--- src/rtl/cnn_pkg.sv ---
// Shared definitions for the CNN activation stage: sequencer state
// encodings and default datapath dimensions.
package cnn_pkg;

    localparam int DEF_DATA_WIDTH = 16;
    localparam int DEF_ARRAY_SIZE = 9;
    localparam int DEF_CNT_WIDTH  = 16;

    typedef enum logic [1:0] {
        ST_IDLE  = 2'd0,
        ST_RUN   = 2'd1,
        ST_DRAIN = 2'd2,
        ST_DONE  = 2'd3
    } relu_state_e;

endpackage : cnn_pkg

--- src/rtl/relu_out_fifo.sv ---
// Two-entry synchronous FIFO holding {last, data} results from the ReLU
// array. A push is accepted when there is room or when a pop frees the
// slot in the same cycle; a pop on an empty FIFO is ignored.
module relu_out_fifo #(
    parameter int WIDTH = 145
) (
    input  logic             clk,
    input  logic             reset,
    input  logic             push,
    input  logic [WIDTH-1:0] din,
    input  logic             pop,
    output logic [WIDTH-1:0] dout,
    output logic [1:0]       count,
    output logic             empty
);

    logic [WIDTH-1:0] mem_q [2];
    logic             wr_ptr_q;
    logic             rd_ptr_q;
    logic [1:0]       count_q;
    logic [1:0]       count_d;
    logic             push_ok_s;
    logic             pop_ok_s;

    // Qualify push/pop against occupancy and work out the next count.
    always_comb begin
        pop_ok_s  = pop && (count_q != 2'd0);
        push_ok_s = push && ((count_q != 2'd2) || pop_ok_s);
        count_d   = count_q;
        case ({push_ok_s, pop_ok_s})
            2'b10:   count_d = count_q + 2'd1;
            2'b01:   count_d = count_q - 2'd1;
            default: count_d = count_q;
        endcase
    end

    // Pointer and occupancy registers; a reset flushes the FIFO.
    always_ff @(posedge clk) begin
        if (reset) begin
            wr_ptr_q <= 1'b0;
            rd_ptr_q <= 1'b0;
            count_q  <= 2'd0;
        end else begin
            count_q <= count_d;
            if (push_ok_s) begin
                wr_ptr_q <= ~wr_ptr_q;
            end
            if (pop_ok_s) begin
                rd_ptr_q <= ~rd_ptr_q;
            end
        end
    end

    // Storage: contents need no reset, occupancy alone decides validity.
    always_ff @(posedge clk) begin
        if (push_ok_s) begin
            mem_q[wr_ptr_q] <= din;
        end
    end

    assign dout  = mem_q[rd_ptr_q];
    assign count = count_q;
    assign empty = (count_q == 2'd0);

endmodule : relu_out_fifo

--- src/rtl/relu_stage_ctrl.sv ---
// Sequencer for the ReLU lane array. Accepts one layer of vectors from the
// accumulator stream, drives the array's input/enable (masking tail lanes
// of a short final vector), captures the array result one cycle later and
// buffers it in a two-entry FIFO that feeds the downstream stream.
module relu_stage_ctrl
    import cnn_pkg::*;
#(
    parameter int DATA_WIDTH = DEF_DATA_WIDTH,
    parameter int ARRAY_SIZE = DEF_ARRAY_SIZE,
    parameter int CNT_WIDTH  = DEF_CNT_WIDTH
) (
    input  logic                             clk,
    input  logic                             reset,
    input  logic                             start,
    input  logic [CNT_WIDTH-1:0]             num_elems,
    output logic                             busy,
    output logic                             done,
    input  logic                             s_valid,
    output logic                             s_ready,
    input  logic [DATA_WIDTH*ARRAY_SIZE-1:0] s_data,
    output logic [DATA_WIDTH*ARRAY_SIZE-1:0] relu_in,
    output logic [ARRAY_SIZE-1:0]            relu_en,
    input  logic [DATA_WIDTH*ARRAY_SIZE-1:0] relu_out,
    output logic                             m_valid,
    input  logic                             m_ready,
    output logic [DATA_WIDTH*ARRAY_SIZE-1:0] m_data,
    output logic                             m_last
);

    localparam int VEC_W = DATA_WIDTH * ARRAY_SIZE;
    localparam logic [CNT_WIDTH-1:0] LANES = CNT_WIDTH'(ARRAY_SIZE);

    relu_state_e          state_q;
    relu_state_e          state_d;
    logic [CNT_WIDTH-1:0] rem_q;
    logic [CNT_WIDTH-1:0] rem_d;
    logic                 p_valid_q;
    logic                 p_last_q;

    logic [ARRAY_SIZE-1:0] lane_mask_s;
    logic                  final_s;
    logic                  issue_s;
    logic [2:0]            credit_s;
    logic                  ready_s;

    logic [VEC_W:0]        fifo_dout_s;
    logic [1:0]            fifo_count_s;
    logic                  fifo_empty_s;

    // Lane i is live while more than i elements remain; a full vector
    // enables every lane. Final vector once the remainder fits in one.
    always_comb begin
        lane_mask_s = '0;
        for (int i = 0; i < ARRAY_SIZE; i++) begin
            lane_mask_s[i] = (rem_q > CNT_WIDTH'(i));
        end
        final_s = (rem_q <= LANES);
    end

    // Credit counts the in-flight result as occupied, and a same-cycle pop
    // frees nothing, so the FIFO can never be pushed while full.
    always_comb begin
        credit_s = {1'b0, fifo_count_s} + {2'b00, p_valid_q};
        if ((state_q == ST_RUN) && (credit_s < 3'd2)) begin
            ready_s = 1'b1;
        end else begin
            ready_s = 1'b0;
        end
        issue_s = s_valid && ready_s;
        if (issue_s) begin
            relu_en = lane_mask_s;
        end else begin
            relu_en = '0;
        end
    end

    // Next-state and remaining-element logic.
    always_comb begin
        state_d = state_q;
        rem_d   = rem_q;
        case (state_q)
            ST_IDLE: begin
                if (start) begin
                    rem_d = num_elems;
                    if (num_elems == '0) begin
                        state_d = ST_DONE;
                    end else begin
                        state_d = ST_RUN;
                    end
                end else begin
                    state_d = ST_IDLE;
                end
            end
            ST_RUN: begin
                if (issue_s) begin
                    if (rem_q >= LANES) begin
                        rem_d = rem_q - LANES;
                    end else begin
                        rem_d = '0;
                    end
                    if (final_s) begin
                        state_d = ST_DRAIN;
                    end else begin
                        state_d = ST_RUN;
                    end
                end else begin
                    state_d = ST_RUN;
                end
            end
            ST_DRAIN: begin
                if (fifo_empty_s && !p_valid_q) begin
                    state_d = ST_DONE;
                end else begin
                    state_d = ST_DRAIN;
                end
            end
            ST_DONE: begin
                state_d = ST_IDLE;
            end
            default: begin
                state_d = ST_IDLE;
            end
        endcase
    end

    // State, remaining count and the one-cycle array-latency pipeline flag.
    always_ff @(posedge clk) begin
        if (reset) begin
            state_q   <= ST_IDLE;
            rem_q     <= '0;
            p_valid_q <= 1'b0;
            p_last_q  <= 1'b0;
        end else begin
            state_q   <= state_d;
            rem_q     <= rem_d;
            p_valid_q <= issue_s;
            p_last_q  <= issue_s && final_s;
        end
    end

    relu_out_fifo #(
        .WIDTH (VEC_W + 1)
    ) u_fifo (
        .clk   (clk),
        .reset (reset),
        .push  (p_valid_q),
        .din   ({p_last_q, relu_out}),
        .pop   (m_ready),
        .dout  (fifo_dout_s),
        .count (fifo_count_s),
        .empty (fifo_empty_s)
    );

    assign relu_in = s_data;
    assign s_ready = ready_s;
    assign busy    = (state_q != ST_IDLE);
    assign done    = (state_q == ST_DONE);
    assign m_valid = !fifo_empty_s;
    assign m_data  = fifo_dout_s[VEC_W-1:0];
    assign m_last  = fifo_dout_s[VEC_W] && !fifo_empty_s;

endmodule : relu_stage_ctrl

--- config.mk ---
export PLATFORM = sky130hd
export DESIGN_NAME = relu_stage_ctrl
export DESIGN_NICKNAME = d
export VERILOG_FILES = /design/src/rtl/cnn_pkg.sv /design/src/rtl/relu_out_fifo.sv /design/src/rtl/relu_stage_ctrl.sv
export SDC_FILE = /design/constraint.sdc
export NUM_CORES = 1
export LEC_CHECK = 0
export BUFFER_PORTS_ARGS = -buffer_cell sky130_fd_sc_hd__buf_2
export CORE_AREA = 2 2 237 239
export CTS_BUF_LIST = sky130_fd_sc_hd__clkbuf_8
export DETAILED_ROUTE_END_ITERATION = 8
export DIE_AREA = 0 0 239 241
export GPL_TIMING_DRIVEN = 0
export PLACE_DENSITY = 0.5
export SYNTH_ARGS = -nofsm -noshare
export SYNTH_HDL_FRONTEND = slang
export SYNTH_SLANG_ARGS = --single-unit
--- constraint.sdc ---
create_clock -name clk -period 16.1 [get_ports clk]
set_input_delay 3.22 -clock clk [delete_from_list [all_inputs] [get_ports clk]]
set_output_delay 3.22 -clock clk [all_outputs]
set_load 0.02 [all_outputs]
==> metrics.txt <==
CTS Buffer Depth=3; Post-DRT Antenna Nets=0; mean routed wirelength per cell=around 17 um; Clock Pin Slew Worst Setup and Hold Paths=roughly 60 ps; Num Clock Sinks=around 320; TNS Setup=0 ps; placement row count=86; die span in x=~240 um; CTS tree=yes; drt pass-1 iters=4; via/cell ratio=4.082; final setup fails=0; final wirelength=approximately 36000 um; Required @ worst endpoint=around 13000 ps; antenna violations before repair=3; post-synthesis sequential area ratio=70.06%; Period minus WS final=around 7400 ps; crit end category=output port; Gate Count Post-Synth=around 820; HPWL Detailed=~27000 um; CTS hold repair buffers=0; num ports=about 600; Core Area=54880 um2; f_max=135.0 MHz; FF-to-FF path depth=8; MaxCap Viol Count=0; largest net degree at the start of global routing=30; final slew viol count=0; most common library cells after synthesis=edfxtp_1, buf_4, mux2_2, clkbuf_1, dfxtp_1; number of global-route vias before repair=8585; final worst path period share=between 40% and 50%; Via Count=8576; Yosys reg bits=315; hold wc startpoint=p_last_q; CP arrival=4190 ps; top cell type's share of synthesized area=between 60% and 70%; Yosys Warn Count=0; Area after DPL=~17000 um2; most frequent cell after synthesis=edfxtp_1; global-route track usage on met3=3.694%; grt met1 use=roughly 14%; R2R Setup Slk=roughly 14000 ps; Reg2Reg Capture Point=rem_q[7]; Die ar.=between 50000 and 60000 um2; worst-path cell with the longest stage delay=clkbuf_1; CTS buffer count=54; syn_nets=~1100; actual slew at the worst max-slew pin=1103 ps; first-pass GRT wire length=approximately 51000 um; Peak VDD IR=~50 uV; insertion delay to the later sink of the worst-skew pair=between 600 and 700 ps; CTS H-tree lvls=2; leak pwr=6.975 nW; status=complete, no violations; GRT Total Usage=a little under an eighth; grt total ovfl=0; number of port buffers=466; worst-path maximum fanout=10; final setup skew=roughly 26 ps; RSZ-0062 raised after global routing=false; layout net count=around 1700; worst hold-check path type=reg2reg; Worst path most repeated cell=buf_2; met2 Usage GRT=approximately a fifth; ys flop type=edfxtp_1; largest cells by area after synthesis=edfxtp_1, mux2_2, buf_4; fillers=~5500; Clock Tree Root=clkbuf_8; Hold Vio Cnt, Final=0; number of DRC markers in iteration 0=approximately 390; GP Congestion=slightly above 0.8; Synth area leader=edfxtp_1; Mapped Avg Cell Area=16.11 um2; initial cell density of the core=23.95%; post-CTS sizing=0; share of cells above drive strength 1=between 60% and 70%; worst flop-to-flop path startpoint=rem_q[0]; Min-Delay Endpoint=u_fifo.mem_q[1][144]; Worst Setup SP=s_valid; GRT Max-Usage Layer=met2; Pwr Density=between 100 and 150 nW/um2; setup bufs post-CTS=0; Cell Chain, Critical Path=buf_2 > nand3_1 > clkbuf_1 > a31oi_1 > buf_2; distinct cell type count after synthesis=between 50 and 60; area delta synth->final=34.24%; Finished Cell Area=roughly 18000 um2; Setup CP Type=in2out; post-synthesis async set-or-reset flop share=0%; Post-Syn Area=roughly 13000 um2; Startpoint Class=input port; hold path depth=0; EDFF count, synth=290; Slew headroom=a little over a quarter; # DRC=0; slowest stage delay, CP=between 200 and 300 ps; Die H=241 um
[worst max path at each step]
stage / cells after the start / slack (ps) / endpoint
2_1_floorplan: 4 / 6000 / u_fifo.mem_q[0][0]
3_3_place_gp: 5 / 1300 / u_fifo.mem_q[0][54]
3_5_place_dp: 5 / 8680 / relu_en[0]
4_1_cts: 5 / 8670 / relu_en[0]
5_1_grt: 5 / 8600 / relu_en[0]
6_report: 5 / 8690 / relu_en[0]
[flip-flops by register name, indices dropped and copies added (netlist names), named ones only]
signal,cells
p_last_q,1
p_valid_q,1
u_fifo.rd_ptr_q,1
u_fifo.count,2
u_fifo.mem_q,290
rem_q,16
u_fifo.wr_ptr_q,1
state_q,2
[metrics by stage]
step	setup slack, ps	hold WS (ps)	total power, mW	instances	utilization, %
finish	8694	427.3	1.939	2101	32.15
global route	8600	442.3	2.033	2101	32.15
CTS	8670	433.3	1.978	2099	32.14
detailed placement	8675	418.6	1.293	1998	30.33
global placement	1301	412.2	1.293	1986	29.81
floorplan	6000	403.7	1.170	816	-
[cell type report]
type / count / area (um2) / area share (%)
Antenna cell: 2 / 5.005 / 0.02836
Buffer: 174 / 1196 / 6.779
Clock buffer: 55 / 757.0 / 4.290
Clock inverter: 46 / 240.2 / 1.362
Inverter: 13 / 48.80 / 0.2766
Multi-Input combinational cell: 314 / 2705 / 15.33
Sequential cell: 315 / 9209 / 52.19
Tap cell: 704 / 880.8 / 4.992
Timing Repair Buffer: 478 / 2603 / 14.75
[cell families (layout without fill, tap and decap cells)]
family,after synthesis,in the layout,synth area share [%]
AND/OR/NAND/NOR,90,90,3.760
flip-flops,315,315,70.06
buffers and inverters,187,766,9.472
adder cells (fa/ha/maj),5,5,0.4760
XOR/XNOR,4,4,0.2666
other,0,2,0
AO/OA/AOI/OAI,69,69,3.475
multiplexers,146,146,12.49
[worst max-delay path: cells and delay by family]
kind                   cells  cell delay [ps]
buffers and inverters      3              600
and+or+nand+nor            1              120
AOI/OAI and AO/OA          1              240
[report_power, final]
part	switching, mW	internal, mW	total (mW)
Combinational	0.204	0.143	0.347
Clock	0.330	0.336	0.666
Sequential	0.00964	0.916	0.926
Total	0.544	1.40	1.94
[routing by layer]
metal	wire, um	vias to the layer above
met2	17870	345
met5	13	-
met4	816	2
li1	-	4025
met1	14570	4149
met3	2878	55
[placed cells by master (no fill, tap or decap), types with 11 or more instances in the layout]
cell / synthesis / final
nand2_1: 11 / 11
nor4_1: 12 / 12
buf_2: 2 / 468
nor2_1: 23 / 21
clkbuf_1: 26 / 26
edfxtp_1: 290 / 290
a21oi_1: 24 / 24
buf_4: 144 / 144
clkinv_1: 0 / 23
clkbuf_8: 0 / 55
inv_1: 13 / 24
mux2_2: 144 / 144
dfxtp_1: 25 / 25
Note: power is estimated with default switching activity, not from simulation.
